$ cat src/rtl/uart_cmd_parser_pkg.sv
// Shared types and defaults for the UART command-frame parser.
// UART_CMD_CHECKSUM_EN adds the checksum state to the FSM enum.
package uart_cmd_parser_pkg;

  localparam int         DEF_MAX_LEN     = 8;
  localparam int         DEF_TIMEOUT_CYC = 5000000;
  localparam logic [7:0] DEF_SYNC_BYTE   = 8'hAA;

`ifdef UART_CMD_CHECKSUM_EN
  typedef enum logic [2:0] {
    ST_IDLE = 3'd0,
    ST_CMD  = 3'd1,
    ST_LEN  = 3'd2,
    ST_DATA = 3'd3,
    ST_CSUM = 3'd4
  } parser_state_e;
`else
  typedef enum logic [2:0] {
    ST_IDLE = 3'd0,
    ST_CMD  = 3'd1,
    ST_LEN  = 3'd2,
    ST_DATA = 3'd3
  } parser_state_e;
`endif

  function automatic logic [7:0] xor_acc(input logic [7:0] acc, input logic [7:0] b);
    return acc ^ b;
  endfunction

endpackage

$ cat src/rtl/uart_byte_timeout.sv
// Inter-byte timeout: counts enabled cycles without a clear and pulses expired
// on the TIMEOUT_CYC-th one; a clear in that same cycle suppresses the pulse.
module uart_byte_timeout
  import uart_cmd_parser_pkg::*;
#(
  parameter int TIMEOUT_CYC = DEF_TIMEOUT_CYC
) (
  input  logic clk,
  input  logic rst_n,
  input  logic clear,
  input  logic enable,
  output logic expired
);

  localparam int               CNT_W = $clog2(TIMEOUT_CYC + 1);
  localparam logic [CNT_W-1:0] LIMIT = CNT_W'(TIMEOUT_CYC - 1);

  logic [CNT_W-1:0] cnt_r;

  // Idle-cycle counter, saturating at the expiry value.
  always_ff @(posedge clk or negedge rst_n) begin
    if (!rst_n) begin
      cnt_r <= '0;
    end else if (clear || !enable) begin
      cnt_r <= '0;
    end else if (cnt_r != LIMIT) begin
      cnt_r <= cnt_r + CNT_W'(1);
    end else begin
      cnt_r <= cnt_r;
    end
  end

  assign expired = enable && !clear && (cnt_r == LIMIT);

endmodule

$ cat src/rtl/uart_cmd_parser.sv
// Parses SYNC/CMD/LEN/payload frames from a byte stream into registered commands.
// Define UART_CMD_CHECKSUM_EN to require a trailing XOR checksum byte.
module uart_cmd_parser
  import uart_cmd_parser_pkg::*;
#(
  parameter int         MAX_LEN     = DEF_MAX_LEN,
  parameter int         TIMEOUT_CYC = DEF_TIMEOUT_CYC,
  parameter logic [7:0] SYNC_BYTE   = DEF_SYNC_BYTE
) (
  input  logic                 clk,
  input  logic                 rst_n,
  input  logic [7:0]           rx_data,
  input  logic                 rx_data_ready,
  output logic [7:0]           cmd_code,
  output logic [3:0]           cmd_len,
  output logic [8*MAX_LEN-1:0] cmd_payload,
  output logic                 cmd_valid,
  output logic                 frame_err,
  output logic                 busy
);

  localparam logic [7:0] MAX_LEN_B = 8'(MAX_LEN);

  parser_state_e        state_r;
  logic [3:0]           byte_cnt_r;
  logic [3:0]           len_r;
  logic [7:0]           code_r;
  logic [8*MAX_LEN-1:0] payload_buf_r;
  logic [8*MAX_LEN-1:0] payload_next_s;
  logic                 timeout_s;
`ifdef UART_CMD_CHECKSUM_EN
  logic [7:0]           csum_r;
`endif

  uart_byte_timeout #(
    .TIMEOUT_CYC (TIMEOUT_CYC)
  ) u_timeout (
    .clk     (clk),
    .rst_n   (rst_n),
    .clear   (rx_data_ready),
    .enable  (state_r != ST_IDLE),
    .expired (timeout_s)
  );

  // Payload buffer with the incoming byte placed at the current index.
  always_comb begin
    payload_next_s = payload_buf_r;
    for (int i = 0; i < MAX_LEN; i++) begin
      if (byte_cnt_r == 4'(i)) begin
        payload_next_s[i*8 +: 8] = rx_data;
      end else begin
        payload_next_s[i*8 +: 8] = payload_buf_r[i*8 +: 8];
      end
    end
  end

  // Frame FSM with registered command outputs and status pulses.
  always_ff @(posedge clk or negedge rst_n) begin
    if (!rst_n) begin
      state_r       <= ST_IDLE;
      byte_cnt_r    <= 4'd0;
      len_r         <= 4'd0;
      code_r        <= 8'd0;
      payload_buf_r <= '0;
      cmd_code      <= 8'd0;
      cmd_len       <= 4'd0;
      cmd_payload   <= '0;
      cmd_valid     <= 1'b0;
      frame_err     <= 1'b0;
      busy          <= 1'b0;
`ifdef UART_CMD_CHECKSUM_EN
      csum_r        <= 8'd0;
`endif
    end else begin
      cmd_valid <= 1'b0;
      frame_err <= 1'b0;
      if (rx_data_ready) begin
        case (state_r)
          ST_IDLE: begin
            // Non-sync bytes between frames are dropped without an error.
            if (rx_data == SYNC_BYTE) begin
              state_r       <= ST_CMD;
              busy          <= 1'b1;
              byte_cnt_r    <= 4'd0;
              len_r         <= 4'd0;
              payload_buf_r <= '0;
`ifdef UART_CMD_CHECKSUM_EN
              csum_r        <= 8'd0;
`endif
            end
          end
          ST_CMD: begin
            code_r  <= rx_data;
            state_r <= ST_LEN;
`ifdef UART_CMD_CHECKSUM_EN
            csum_r  <= xor_acc(csum_r, rx_data);
`endif
          end
          ST_LEN: begin
`ifdef UART_CMD_CHECKSUM_EN
            csum_r <= xor_acc(csum_r, rx_data);
`endif
            if (rx_data > MAX_LEN_B) begin
              state_r   <= ST_IDLE;
              busy      <= 1'b0;
              frame_err <= 1'b1;
            end else if (rx_data == 8'd0) begin
              len_r <= 4'd0;
`ifdef UART_CMD_CHECKSUM_EN
              state_r <= ST_CSUM;
`else
              state_r     <= ST_IDLE;
              busy        <= 1'b0;
              cmd_valid   <= 1'b1;
              cmd_code    <= code_r;
              cmd_len     <= 4'd0;
              cmd_payload <= '0;
`endif
            end else begin
              len_r   <= rx_data[3:0];
              state_r <= ST_DATA;
            end
          end
          ST_DATA: begin
            payload_buf_r <= payload_next_s;
            byte_cnt_r    <= byte_cnt_r + 4'd1;
`ifdef UART_CMD_CHECKSUM_EN
            csum_r        <= xor_acc(csum_r, rx_data);
`endif
            if (byte_cnt_r == (len_r - 4'd1)) begin
`ifdef UART_CMD_CHECKSUM_EN
              state_r <= ST_CSUM;
`else
              state_r     <= ST_IDLE;
              busy        <= 1'b0;
              cmd_valid   <= 1'b1;
              cmd_code    <= code_r;
              cmd_len     <= len_r;
              cmd_payload <= payload_next_s;
`endif
            end
          end
`ifdef UART_CMD_CHECKSUM_EN
          ST_CSUM: begin
            state_r <= ST_IDLE;
            busy    <= 1'b0;
            if (rx_data == csum_r) begin
              cmd_valid   <= 1'b1;
              cmd_code    <= code_r;
              cmd_len     <= len_r;
              cmd_payload <= payload_buf_r;
            end else begin
              frame_err <= 1'b1;
            end
          end
`endif
          default: begin
            state_r <= ST_IDLE;
            busy    <= 1'b0;
          end
        endcase
      end else if (timeout_s) begin
        state_r   <= ST_IDLE;
        busy      <= 1'b0;
        frame_err <= 1'b1;
      end
    end
  end

endmodule

$ cat config.mk
export PLATFORM = sky130hd
export DESIGN_NAME = uart_cmd_parser
export DESIGN_NICKNAME = d
export VERILOG_FILES = /design/src/rtl/uart_cmd_parser_pkg.sv /design/src/rtl/uart_byte_timeout.sv /design/src/rtl/uart_cmd_parser.sv
export SDC_FILE = /design/constraint.sdc
export NUM_CORES = 1
export LEC_CHECK = 0
export CORE_MARGIN = 2
export CORE_UTILIZATION = 59
export CTS_BUF_LIST = sky130_fd_sc_hd__clkbuf_4 sky130_fd_sc_hd__clkbuf_8
export DETAILED_ROUTE_END_ITERATION = 7
export GPL_TIMING_DRIVEN = 0
export PLACE_DENSITY_LB_ADDON = 0.05
export SYNTH_ARGS = -nofsm -noshare
export SYNTH_HDL_FRONTEND = slang
export SYNTH_SLANG_ARGS = --single-unit
$ cat constraint.sdc
create_clock -name clk -period 2.87 [get_ports clk]
set_input_delay 0.7175 -clock clk [delete_from_list [all_inputs] [get_ports clk]]
set_output_delay 0.7175 -clock clk [all_outputs]
set_load 0.05 [all_outputs]
# == After elaboration in Yosys (flattened, before gate mapping) ==
# Index checks and enable logic that the tools add are counted.
# W data, S select, Z words.
# op_classes
eq_ne,22
order_cmp,1
n_reduce_logical,20
mux,52
addsub,3
# op_table
cell,n
$mux W64,4
$pmux W64 S2,2
$mux W8,11
$mux W23,2
$mux W4,6
$pmux W4 S2,3
$add A23 B1 Y23 const B,1
$eq A23 B23 Y1 const B,1
$ne A23 B23 Y1 const B,1
$eq A4 B3 Y1 const B,4
$pmux W8 S2,1
$mux W1,14
$mux W3,4
$pmux W3 S4,1
$ne A2 B2 Y1 const B,5
$reduce_and A5 Y1,2
$reduce_bool A2 Y1,5
$eq A4 B2 Y1 const B,2
$eq A8 B8 Y1 const B,1
$gt A8 B4 Y1 const B,1
$logic_not A8 Y1,1
$eq A3 B2 Y1 const B,2
$ne A3 B3 Y1 const B,2
$reduce_and A3 Y1,2
other kinds (17),20
# totals
register_bits,185
input_bits,11
out_inout_bits,79
word_cells,110

# == Logic depth before layout (Yosys ltp) ==
# logic_depth
ltp_word,5
mapped_depth,8
ltp_nobuf,7

# == Cells and area by module ==
# Synthesis repeated with hierarchy kept, for this count alone.
# hier_totals
hier_cells,851
hier_area_um2,8839.7
# modules_own_cells
mod,n_inst,seq_area_each_um2,area_each_um2,cells_per_inst
uart_cmd_parser,1,4028.9,7453.4,703
uart_byte_timeout,1,575.6,1386.3,148

# == Least setup slack after synthesis ==
# OpenSTA, ideal clock, no wires.
# synth_timing
kind,input port to flip-flop
startpoint,input rx_data[0]
endpoint,register payload_buf_r[24]
required_ps,2744
t_arrival_ps,2212
path_buffers,2
setup_slack_ps,531
stages,7
setup_time_ps,126
path_cell_list,or4_1 -> nor3_1 -> o21a_1 -> buf_4 -> buf_8 -> o21ai_2 -> o2bb2ai_1
# synth_via
elab_chain_len,3
elab_cells_between_ends,5
classes_between,2 x eq/ne; 2 x mux; 1 x reduce/logical
# synth_rtl
item,line_no,rtl
"start, declared",uart_cmd_parser.sv:12,"input logic [7:0] rx_data,"
$eq A8 B8 Y1,uart_cmd_parser.sv:81,if (rx_data == SYNC_BYTE) begin
$ne A2 B2 Y1 (no source line),n/a,
$reduce_and A3 Y1 (no source line),n/a,
"end signal, assigned",uart_cmd_parser.sv:125,payload_buf_r <= payload_next_s;
"end, declared",uart_cmd_parser.sv:28,logic [8*MAX_LEN-1:0] payload_buf_r;
# Several ways; a longest one is shown, not always the timed one.
# A chain may end at the register's enable or synchronous reset.

# == Worst setup path in the final report ==
# layout_timing
startpoint,input rx_data[0]
endpoint,register payload_buf_r[16]
# The elaborated chain is that of the path after synthesis.

==> impl_metrics.json <==
{
  "die-area_sq_um": 15430,
  "p_comb_frac": 0.242,
  "yosysSeqAreaShare": 0.5400,
  "synth.avg_cell_area_sq_um": 10.93,
  "crit_chain": "clkdlybuf4s50_1, or4_1, nor3_2, o21a_1, buf_4, buf_8, o21ai_2, o2bb2ai_1",
  "initial_core_util": 0.6096,
  "io_pins": 90,
  "vias": 6607,
  "drt_first_pass_iters": 7,
  "clockPowerShare": 0.309,
  "clock-root-buffer": "clkbuf_8",
  "wl_um": 21290,
  "max-slew-margin-rel": 0.3671,
  "cp.arrival_ns": 3.09,
  "path_depth": 8,
  "final_max_slew_viol_count": 0,
  "layout_setup_ws_ns": 0.1253,
  "critical_path_required_ns": 3.22,
  "drc_errors": 0,
  "synthCells": 780,
  "endpoint": "payload_buf_r[16]",
  "numPortBuffers": 88,
  "ir_worst_vdd_v": 0.0003749,
  "antenna_found_initial": 0,
  "r2r-start": "len_r[0]",
  "drive_gt1_frac": 0.1456,
  "htreeDepth": 4,
  "dp_hpwl_um": 14180,
  "clkTransAtPathRegs_ns": 0.09,
  "crit_fanout": 10,
  "startpoint": "rx_data[0]",
  "fin_crit_ns": 2.745,
  "final_cells": 1080,
  "diodes": 0,
  "grt_pass1_vias": 6588,
  "rows": 43,
  "clock_path_buffers": 2,
  "wl_per_cell_um": 19.71,
  "period_share": 0.9563,
  "grt_max_degree": 128,
  "dp.cells": 1049,
  "rrSetupSlack_ns": 0.24,
  "hold_buffers": 0,
  "ys_ff_latch": 184,
  "core_sq_um": 13990,
  "cts_num_sinks": 184,
  "drv_cap": 0,
  "slowest_delay_ns": 0.64,
  "cts_tree": "yes",
  "p_leak_nw": 4.299,
  "hp-class": "in2async",
  "ant_nets": 0,
  "start_kind": "input pin",
  "p_sw_w": 0.002153,
  "outcome": "finished, final reports clean",
  "worst_setup_path_end_kind": "flop",
  "cts_setup_buffers": 0,
  "critPathKind": "in2reg",
  "vias_per_cell": 6.118,
  "cts_resized": 0,
  "cpMaxStageDelayCell": "or4_1",
  "fmax_mhz": 364.3,
  "setup_violations": 0,
  "clk_latency_ns": 0.49,
  "pwr-share-seq": 0.449,
  "skew_ns": 0.01453,
  "drt_iter0_drc": 524,
  "path_buf_inv": 3,
  "gp_congestion": 0.8915,
  "ys_types": 51,
  "cpLargestDelayFamily": "simple AND/OR/NAND/NOR gates",
  "grt_overflow_total": 0,
  "rr_endpoint": "cmd_payload[24]",
  "syn_area_sq_um": 8527,
  "die_w_um": 124.2,
  "cts_buffers": 17,
  "p_per_area_nw_per_um2": 640.2,
  "syn_nets": 797,
  "ys_warn_count": 0,
  "switching_share": 0.3320,
  "rsz0062_at_grt": "no",
  "die_h_um": 124.2,
  "track_usage": 0.2839,
  "area_growth_pct": 18.78,
  "hold_viol_final": 0,
  "p_int_w": 0.004332,
  "ff2ff_path_depth": 8,
  "grt_first_pass_wirelength_um": 34850,
  "worst_slew_pin_slew_ns": 0.9493,
  "dp_slack_ns": -0.3900,
  "nets": 905
}
## logic make-up (layout without fill, tap and decap cells)
| group | after synthesis | after routing | share of synthesized area |
|---|---|---|---|
| simple gates | 256 | 256 | 0.1397 |
| mux | 102 | 102 | 0.1315 |
| compound gates | 151 | 151 | 0.1241 |
| buf+inv | 58 | 178 | 0.03067 |
| fa+ha+maj | 6 | 6 | 0.008804 |
| xor+xnor | 23 | 23 | 0.02524 |
| flops | 184 | 184 | 0.5400 |
## layout make-up
| class | instances | area (sq um) |
|---|---|---|
| flip-flops and latches | 184 | 4604 |
| fillers | 1014 | 3860 |
| multi-input cells | 538 | 3666 |
| repair buffers | 89 | 913.4 |
| clock buffers | 20 | 262.8 |
| well taps | 180 | 225.2 |
| plain buffers | 45 | 212.7 |
| clock inverters | 11 | 195.2 |
| inverters | 13 | 48.80 |
## metrics by stage
stage	instance area (sq um)	util	setup TNS [ns]	power, W	hold slack [ns]
2_1_floorplan	8527	-	0	0.004017	0.4219
3_3_place_gp	9633	0.6886	-1132.82	0.004432	0.4705
3_5_place_dp	9666	0.6910	-29.41	0.004501	0.4734
4_1_cts	10120	0.7237	0	0.006487	0.1603
5_1_grt	10130	0.7241	0	0.006788	0.1835
6_report	10130	0.7241	0	0.006485	0.1495
## cell usage after synthesis (all sizes together)
| library cell | instances | share of area |
|---|---|---|
| and2 | 6 | 0.0044 |
| and4 | 4 | 0.0041 |
| xnor3 | 1 | 0.0026 |
| nor4b | 2 | 0.0021 |
| ha | 6 | 0.0088 |
| o31ai | 2 | 0.0018 |
| nand3b | 1 | 0.00088 |
| mux2i | 22 | 0.026 |
| buf | 14 | 0.011 |
| xnor2 | 11 | 0.011 |
| mux2 | 80 | 0.11 |
| inv | 13 | 0.0057 |
| a311o | 1 | 0.0012 |
| nand2 | 127 | 0.057 |
| or3 | 5 | 0.0037 |
| and4b | 1 | 0.0012 |
| or4 | 1 | 0.00088 |
| or2 | 2 | 0.0015 |
| dfrtp | 184 | 0.54 |
| o2111ai | 1 | 0.0010 |
| clkbuf | 31 | 0.014 |
| a2bb2oi | 1 | 0.0010 |
| nor3b | 1 | 0.00088 |
| o2bb2ai | 64 | 0.066 |
| a31oi | 2 | 0.0032 |
| nand3 | 36 | 0.023 |
| nor2b | 2 | 0.0015 |
| nand2b | 1 | 0.00073 |
| xor2 | 11 | 0.011 |
| o21ai | 21 | 0.014 |
| nor4 | 3 | 0.0029 |
| a21oi | 55 | 0.032 |
| nor2 | 43 | 0.019 |
| nand4 | 8 | 0.0059 |
| o21a | 2 | 0.0018 |
| o32a | 1 | 0.0012 |
| and3b | 1 | 0.0010 |
| nor3 | 12 | 0.0084 |
| o211ai | 1 | 0.00088 |
## sequential cells by signal, summed over array words and instances, names as in the netlist
signal,count
busy,1
byte_cnt_r,4
cmd_code,8
cmd_len,4
cmd_payload,64
cmd_valid,1
code_r,8
frame_err,1
len_r,4
payload_buf_r,64
state_r,2
u_timeout.cnt_r,23
## cell usage in the layout (no fill, tap or decap), drive strengths merged, types with 8 or more instances in the layout
cell           instances
xnor2                 11
nor3                  12
a21oi                 55
clkdlybuf4s50         87
dfrtp                184
o2bb2ai               64
nor2                  43
nand3                 36
o21ai                 21
clkbuf                51
nand4                  8
inv                   15
nand2                127
buf                   16
mux2                  80
mux2i                 22
xor2                  11
## per-layer routing
layer	GRT usage	wire length (um)	up-vias	part of all wire
met3	0.05422	1378	65	0.065
met5	0	0	-	0
met2	0.4590	10340	272	0.49
met4	0.1077	702	0	0.033
met1	0.3839	8872	3290	0.42
li1	-	-	2980	-
## worst min-delay path by stage
stage / end / slack, ns
2_1_floorplan: busy / 0.42
3_3_place_gp: payload_buf_r[56] / 0.47
3_5_place_dp: payload_buf_r[40] / 0.47
4_1_cts: cmd_valid / 0.16
5_1_grt: cmd_valid / 0.18
6_report: cmd_payload[30] / 0.15
## power by group through the flow
stage | Sequential (W) | Combinational (W) | Clock [W]
2_1_floorplan | 0.00300 | 0.00102 | 0
3_3_place_gp | 0.00295 | 0.00148 | 0
3_5_place_dp | 0.00296 | 0.00154 | 0
4_1_cts | 0.00291 | 0.00155 | 0.00203
5_1_grt | 0.00293 | 0.00172 | 0.00213
6_report | 0.00291 | 0.00157 | 0.00200
Power figures use the tool's default switching activity.
